==> config.mk <==
export PLATFORM = sky130hd
export DESIGN_NAME = uart_tx_frame
export DESIGN_NICKNAME = d
export VERILOG_FILES = /design/src/rtl/uart_tx_frame.sv
export SDC_FILE = /design/constraint.sdc
export NUM_CORES = 1
export LEC_CHECK = 0
export ABC_CLOCK_PERIOD_IN_PS = 2100
export CAP_MARGIN = 20
export CORE_ASPECT_RATIO = 0.75
export CORE_UTILIZATION = 49
export CTS_CLUSTER_DIAMETER = 50
export DETAILED_ROUTE_END_ITERATION = 12
export GPL_TIMING_DRIVEN = 1
export PLACE_DENSITY = 0.76
export SKIP_LAST_GASP = 1
export SLEW_MARGIN = 20
export SYNTH_ARGS = -nofsm -noshare
export SYNTH_HDL_FRONTEND = slang
export SYNTH_SLANG_ARGS = --single-unit
==> constraint.sdc <==
create_clock -name clk -period 2.1 [get_ports clk]
set_clock_uncertainty 0.2 [all_clocks]
set_input_delay 0.21 -clock clk [delete_from_list [all_inputs] [get_ports clk]]
set_output_delay 0.21 -clock clk [all_outputs]
set_load 0.02 [all_outputs]
==> src/rtl/uart_tx_frame.sv <==
// rtl/uart_tx_frame.sv - 8N1 UART transmitter for a latched 1..NUM_BYTES byte payload
module uart_tx_frame #(
    parameter int CLKS_PER_BIT = 583,
    parameter int NUM_BYTES    = 6
) (
    input  logic                   clk,
    input  logic                   rst_n,
    input  logic                   tx_start,
    input  logic [2:0]             tx_len,
    input  logic [8*NUM_BYTES-1:0] tx_data,
    output logic                   txd,
    output logic                   tx_busy,
    output logic                   byte_done,
    output logic                   tx_done
);

    localparam int             CW       = $clog2(CLKS_PER_BIT);
    localparam logic [CW-1:0]  BIT_LAST = CW'(CLKS_PER_BIT - 1);
    localparam logic [2:0]     MAX_LEN  = 3'(NUM_BYTES);

    typedef enum logic [1:0] {
        IDLE  = 2'd0,
        START = 2'd1,
        DATA  = 2'd2,
        STOP  = 2'd3
    } state_t;

    state_t                 state;
    logic [CW-1:0]          clk_cnt;
    logic [2:0]             bit_idx;
    logic [2:0]             bytes_left;
    logic [8*NUM_BYTES-1:0] shreg;
    logic [2:0]             eff_len;
    logic                   bit_end;

    // Requested length clamped to the payload width; zero means "no request"
    always_comb begin
        eff_len = tx_len;
        if (tx_len > MAX_LEN) begin
            eff_len = MAX_LEN;
        end
    end

    assign bit_end = (clk_cnt == BIT_LAST);

    // Frame sequencer: txd and handshake outputs are registered alongside the state.
    // The shift register moves one bit per data bit, so after each byte the next
    // byte of the payload sits in the low bits ready to go.
    always_ff @(posedge clk or negedge rst_n) begin
        if (!rst_n) begin
            state      <= IDLE;
            clk_cnt    <= '0;
            bit_idx    <= '0;
            bytes_left <= '0;
            shreg      <= '0;
            txd        <= 1'b1;
            tx_busy    <= 1'b0;
            byte_done  <= 1'b0;
            tx_done    <= 1'b0;
        end else begin
            byte_done <= 1'b0;
            tx_done   <= 1'b0;
            case (state)
                IDLE: begin
                    txd     <= 1'b1;
                    tx_busy <= 1'b0;
                    clk_cnt <= '0;
                    bit_idx <= '0;
                    if (tx_start && (eff_len != 3'd0)) begin
                        shreg      <= tx_data;
                        bytes_left <= eff_len;
                        state      <= START;
                        txd        <= 1'b0;
                        tx_busy    <= 1'b1;
                    end
                end
                START: begin
                    if (bit_end) begin
                        clk_cnt <= '0;
                        bit_idx <= '0;
                        txd     <= shreg[0];
                        state   <= DATA;
                    end else begin
                        clk_cnt <= clk_cnt + 1'b1;
                    end
                end
                DATA: begin
                    if (bit_end) begin
                        clk_cnt <= '0;
                        shreg   <= shreg >> 1;
                        if (bit_idx == 3'd7) begin
                            txd   <= 1'b1;
                            state <= STOP;
                        end else begin
                            bit_idx <= bit_idx + 1'b1;
                            txd     <= shreg[1];
                        end
                    end else begin
                        clk_cnt <= clk_cnt + 1'b1;
                    end
                end
                STOP: begin
                    if (bit_end) begin
                        clk_cnt    <= '0;
                        byte_done  <= 1'b1;
                        bytes_left <= bytes_left - 1'b1;
                        if (bytes_left == 3'd1) begin
                            txd     <= 1'b1;
                            tx_busy <= 1'b0;
                            tx_done <= 1'b1;
                            state   <= IDLE;
                        end else begin
                            // Next start bit follows the stop bit with no idle gap
                            txd   <= 1'b0;
                            state <= START;
                        end
                    end else begin
                        clk_cnt <= clk_cnt + 1'b1;
                    end
                end
                default: begin
                    txd     <= 1'b1;
                    tx_busy <= 1'b0;
                    state   <= IDLE;
                end
            endcase
        end
    end

endmodule

==> flow_summary.yaml, run 1 <==
worst_setup_path:
  path_cells: "inv_2 -> ha_4 -> nor2b_2 -> a41oi_2 -> nor2_4 -> buf_12 -> clkbuf_16 -> mux2_4"
  reg2reg_depth: 8
  worst-r2r-setup-slack_ps: -10
  path_delay_family: "flip-flops"
  critPathCaptureType: "flip-flop"
  setup.worst_path.start: "state[1]$_DFFE_PN0P_"
  path_buf_inv: 3
  slowest_delay_ps: 440
  r2r-start: "state[1]$_DFFE_PN0P_"
  cp_slowest_cell: "dfrtp_1"
  worstPathArrival_ps: 2150
  critPathKind: "reg -> reg"
  start_kind: "flip-flop"
  crit_required_ps: 2140
  critPathMaxFanout: 7
  worstReg2RegEnd: "shreg[25]$_DFFE_PN0P_"
grt:
  grtUsageTotal_pct: 19.04
  grt_pass1_wl_um: 12290
  grt-ovfl-total: 0
  grt_max_degree: 53
  grt_pass1_vias: 2582
  grt_antenna_before_repair: 0
layout:
  drive_gt1_share_pct: 39.85
  postLayoutCoreUtil_pct: 67.10
  fin_nets: 449
  stdcell_area_um2: 5055
  syn_to_final_growth_pct: 29.70
  layout_common_cells: "69 x dfrtp_1, 62 x mux2_2, 56 x clkdlybuf4s50_1"
  antenna_cells: 0
  n_fill_cell: 556
  final_common_cell: "dfrtp_1"
synth:
  synth_top_area_share_pct: 44.30
  ys_async_sr_fraction_pct: 100.0
  yosys-top-cells-area: "dfrtp_1 44%, mux2_2 19%, mux2_4 12%"
  yosys_register_bits: 70
  synth.distinct_cells: 49
  synth_area_per_cell_um2: 12.86
  synth-warning-count: 0
  synth_edf_count: 0
  yosys.area.top_type: "dfrtp_1"
  synthCells: 303
  ys_seq_area_share_pct: 44.98
  syn_nets: 368
  syn_area_um2: 3897
  ys.flop_type: "dfrtp_1"
power_and_ir_drop:
  clkPwrFrac_pct: 37.0
  p_comb_share_pct: 9.9
  power_switching_mw: 0.6597
  pwr-share-seq_pct: 53.2
  irDropWorstVdd_mv: 0.2387
  power_density_nw_per_um2: 530.8
  p_sw_share_pct: 24.58
  intPower_mw: 2.024
  leakagePower_nw: 2.170
floorplan:
  ios: 58
  initial_core_util_pct: 51.74
  row_count: 27
  core_um2: 7533
  die_h_um: 79.24
  die-area_um2: 8318
  die_w_um: 105.0
drt:
  drt-initial-drc-count: 109
  ant_nets: 0
  wl_um: 7723
  via_per_inst: 5.249
  first_pass_iters: 4
  wl_per_cell_um: 15.76
  routed-via-count: 2572
  drc: 0
clocking:
  clk_latency_ps: 350
  cts_tree: "built"
  cts.sinks: 70
  clk_path_buf_depth: 2
  cts_made_buffers: 9
  path_clk_slew_ps: 80
  cts.htree.levels: 3
  root_buffer: "clkbuf_8"
place:
  dp_hpwl_um: 5129
  portBuffers: 57
  place_area_um2: 4678
  place_congestion: 0.8638
  pre_cts_ws_ps: -1.631
status:
  violations: "negative setup slack"
  status: "finished, violations left"
sta:
  tightest_slew_ps: 457.1
  slew_violations: 0
  relSlewSlack_pct: 69.53
  hold_viol: 0
  period_share_pct: 100.6
  setup_viol: 12
  rsz0062_at_grt: "true"
  layout_setup_ws_ps: -12.79
  max_freq_mhz: 473.3
  period_minus_slack_ps: 2113
hold_path:
  hold_path_class: "in -> async"
job:
  max-cap-violations: 0
final cells by class:
type	count	area [µm²]	area share, %
clock buffer	9	123.9	2.450
clock inverter	7	56.30	1.114
inverter	13	48.80	0.9653
multi-input combinational	203	2023	40.02
sequential	70	1753	34.68
tap	101	126.4	2.500
timing repair buffer	87	923.4	18.27
power groups by stage:
stage / logic (mW) / clock network (mW) / registers, mW
2_1_floorplan: 0.114 / 0 / 1.44
3_3_place_gp: 0.258 / 0 / 1.45
3_5_place_dp: 0.264 / 0 / 1.45
4_1_cts: 0.267 / 1.03 / 1.43
5_1_grt: 0.289 / 1.09 / 1.43
6_report: 0.265 / 0.992 / 1.43
cells by family after synthesis:
logic type | after synthesis | share of synthesized area [%]
buffers and inverters | 30 | 4.687
adders and majority gates | 11 | 3.531
AOI/OAI and AO/OA | 32 | 6.293
muxes | 100 | 31.62
and+or+nand+nor | 52 | 7.095
xor gates and xnor gates | 8 | 1.798
DFF | 70 | 44.98
layer usage:
metal  vias to the layer above  GRT usage (%)  wire (µm)
li1                       1258              -          -
met1                      1238          26.04       3845
met2                        66          29.60       3464
met3                        10          4.680        323
met4                         0          6.620         89
met5                         -              0          0
through the flow:
step           setup TNS (ps)  hold slack, ps  cells  power, mW
5_1_grt                 -2393           156.5    490      2.809
3_3_place_gp                0          -19.13    466      1.707
4_1_cts                -93.04           130.4    483      2.724
3_5_place_dp           -1.631          -16.87    466      1.716
2_1_floorplan               0          -285.6    303      1.555
6_report               -66.88           137.0    490      2.683
timing repair:
item	4_1_cts	5_1_grt
pin swaps	0	2
hold endpoints to repair	18	0
setup endpoints to repair	5	62
hold buffers	1	0
setup buffers	0	4
gates cloned	0	3
gates resized for setup	1	19
synthesized netlist by cell type, types with 4 or more instances:
cell	count
dfrtp_1	69
mux2_2	65
mux2_4	30
nor2_1	17
inv_1	13
ha_1	11
clkbuf_1	9
nand2_1	7
xnor2_1	6
mux2i_1	5
nand3_1	5
nand4_1	4
nor3_1	4
o21ai_0	4
flip-flops by register name (all words and copies together) (netlist names):
signal      flops
tx_busy         1
clk_cnt        10
bit_idx         3
bytes_left      3
byte_done       1
state           2
txd             1
tx_done         1
shreg          48
worst max-delay path by stage:
stage,end,slack (ps),depth (start not counted)
after floorplan,shreg[12]$_DFFE_PN0P_,9,9
after global placement,state[1]$_DFFE_PN0P_,20,7
after detailed placement,shreg[43]$_DFFE_PN0P_,-2,7
after CTS,shreg[43]$_DFFE_PN0P_,-30,7
after global routing,shreg[0]$_DFFE_PN0P_,-90,8
final,shreg[25]$_DFFE_PN0P_,-10,8
No activity file was read; power rests on OpenSTA's default activity.
==> inputs of run 2 (changes only) <==
--- a/config.mk
+++ b/config.mk
@@ -12,9 +12,11 @@
 export CTS_CLUSTER_DIAMETER = 50
 export DETAILED_ROUTE_END_ITERATION = 12
 export GPL_TIMING_DRIVEN = 1
+export HOLD_SLACK_MARGIN = 0.05
 export PLACE_DENSITY = 0.76
 export SKIP_LAST_GASP = 1
 export SLEW_MARGIN = 20
 export SYNTH_ARGS = -nofsm -noshare
 export SYNTH_HDL_FRONTEND = slang
 export SYNTH_SLANG_ARGS = --single-unit
+export TNS_END_PERCENT = 30
==> flow_summary.yaml, run 2 (synthesis results as in run 1) <==
power_and_ir_drop:
  leakagePower_nw: 2.168
  design_power_total_mw: 2.686
  irDropWorstVdd_mv: 0.2422
  power_density_nw_per_um2: 533.7
place:
  dp_hpwl_um: 5129
  portBuffers: 57
  place_congestion: 0.8638
layout:
  antenna_cells: 0
  top_regs: "shreg: 48 flops, clk_cnt: 10 flops"
  largest_register_ffs: 48
  final_common_cell: "dfrtp_1"
  drive_gt1_share_pct: 39.33
  postLayoutCoreUtil_pct: 66.82
  syn_to_final_growth_pct: 29.15
  layout_common_cells: "69 x dfrtp_1, 61 x mux2_2, 56 x clkdlybuf4s50_1"
  max_flop_register: "shreg"
  fin_nets: 449
clocking:
  cts_made_buffers: 9
  cts.sinks: 70
  cts.htree.levels: 3
  root_buffer: "clkbuf_8"
  path_clk_slew_ps: 80
  clk_path_buf_depth: 2
  cts_tree: "built"
  clk_latency_ps: 350
grt:
  met3_usage_pct: 4.680
  grt_pass1_vias: 2584
  top_usage_layer: "met2"
  grtUsageTotal_pct: 19.04
  use_met1_pct: 26.04
  grt-ovfl-total: 0
  grt_antenna_before_repair: 0
  grt_use_met2_pct: 29.60
  grt_max_degree: 53
  grt_pass1_wl_um: 12290
floorplan:
  die_w_um: 105.0
  die_h_um: 79.24
  ios: 58
  die-area_um2: 8318
  initial_core_util_pct: 51.74
  core_um2: 7533
  row_count: 27
drt:
  wl_per_cell_um: 15.68
  drt-initial-drc-count: 116
  first_pass_iters: 4
  drc: 0
  routed-via-count: 2572
  wl_um: 7683
  ant_nets: 0
  via_per_inst: 5.249
worst_setup_path:
  critPathKind: "reg -> reg"
  r2r-start: "state[1]$_DFFE_PN0P_"
  critPathCaptureType: "flip-flop"
  critPathMaxFanout: 7
  crit_required_ps: 2140
  setup.worst_path.start: "state[1]$_DFFE_PN0P_"
  start_kind: "flip-flop"
  worstPathArrival_ps: 2140
sta:
  slew_violations: 0
  tightest_slew_ps: 450.0
  period_share_pct: 100.2
  hold_viol: 0
  layout_setup_ws_ps: -3.676
  setup_viol: 2
  period_minus_slack_ps: 2104
  relSlewSlack_pct: 70.00
  max_freq_mhz: 475.4
  rsz0062_at_grt: "true"
status:
  violations: "negative setup slack"
  status: "finished, violations left"
job:
  max-cap-violations: 0
hold_path:
  hold_path_class: "in -> async"
## run 2: cell counts in the layout (fill, tap and decap cells not counted)
No cell type changed its count.
## run 2: cell type report
type	instances	area (µm²)
Multi-Input combinational cell	203	2019
Timing Repair Buffer	87	905.9
Inverter	13	48.80
Clock buffer	9	123.9
Clock inverter	7	56.30
Tap cell	101	126.4
Fill cell	558	2500
Sequential cell	70	1753
## run 2: report_power, final
| group | internal [mW] | switching (mW) | total (mW) | leakage, nW |
|---|---|---|---|---|
| clock | 0.440 | 0.555 | 0.995 | 0.0789 |
| combinational | 0.188 | 0.0773 | 0.265 | 1.20 |
| sequential | 1.40 | 0.0297 | 1.43 | 0.893 |
| total | 2.02 | 0.662 | 2.69 | 2.17 |
## run 2: final timing paths
kind                       depth (start not counted)  slack (ps)               endpoint
min in group clk                                   2         280        txd$_DFFE_PN1P_
max reg2reg                                        8          -4  shreg[41]$_DFFE_PN0P_
min reg2reg                                        2         280        txd$_DFFE_PN1P_
max in group asynchronous                          3         890        txd$_DFFE_PN1P_
min                                                2         130  shreg[37]$_DFFE_PN0P_
max                                                8          -4  shreg[41]$_DFFE_PN0P_
## run 2: worst max-delay path: stages, from the launching register on
cell and delay [ps]:
dfrtp_1 440, inv_2 80, ha_4 170, nor2b_2 150
a41oi_2 260, nor2_4 80, buf_12 150, clkbuf_16 170
mux2_4 300
## run 2: timing repair
item / 4_1_cts / 5_1_grt
buffers inserted: 0 / 4
hold buffers: 1 / 0
hold endpoints to repair: 69 / 0
pin swaps: 0 / 2
cloned: 0 / 3
gates resized for setup: 0 / 15
endpoints found under the setup margin: 5 / 62
## run 2: through the flow
| step | std cells | hold WS [ps] | worst slack, ps | area, µm² | TNS (ps) |
|---|---|---|---|---|---|
| floorplan | 303 | -285.6 | 8.703 | 3906 | 0 |
| global placement | 466 | -19.13 | 21.94 | 4678 | 0 |
| detailed placement | 466 | -16.87 | -1.631 | 4678 | -1.631 |
| CTS | 483 | 130.4 | -28.38 | 4868 | -95.58 |
| global route | 490 | 156.4 | -91.25 | 5034 | -2961 |
| finish | 490 | 131.5 | -3.676 | 5034 | -6.802 |
## run 2: routing by layer
metal | vias up | wire length, µm
met2 | 73 | 3412
met1 | 1231 | 3768
met5 | - | 0
met4 | 0 | 122
li1 | 1257 | -
met3 | 11 | 380
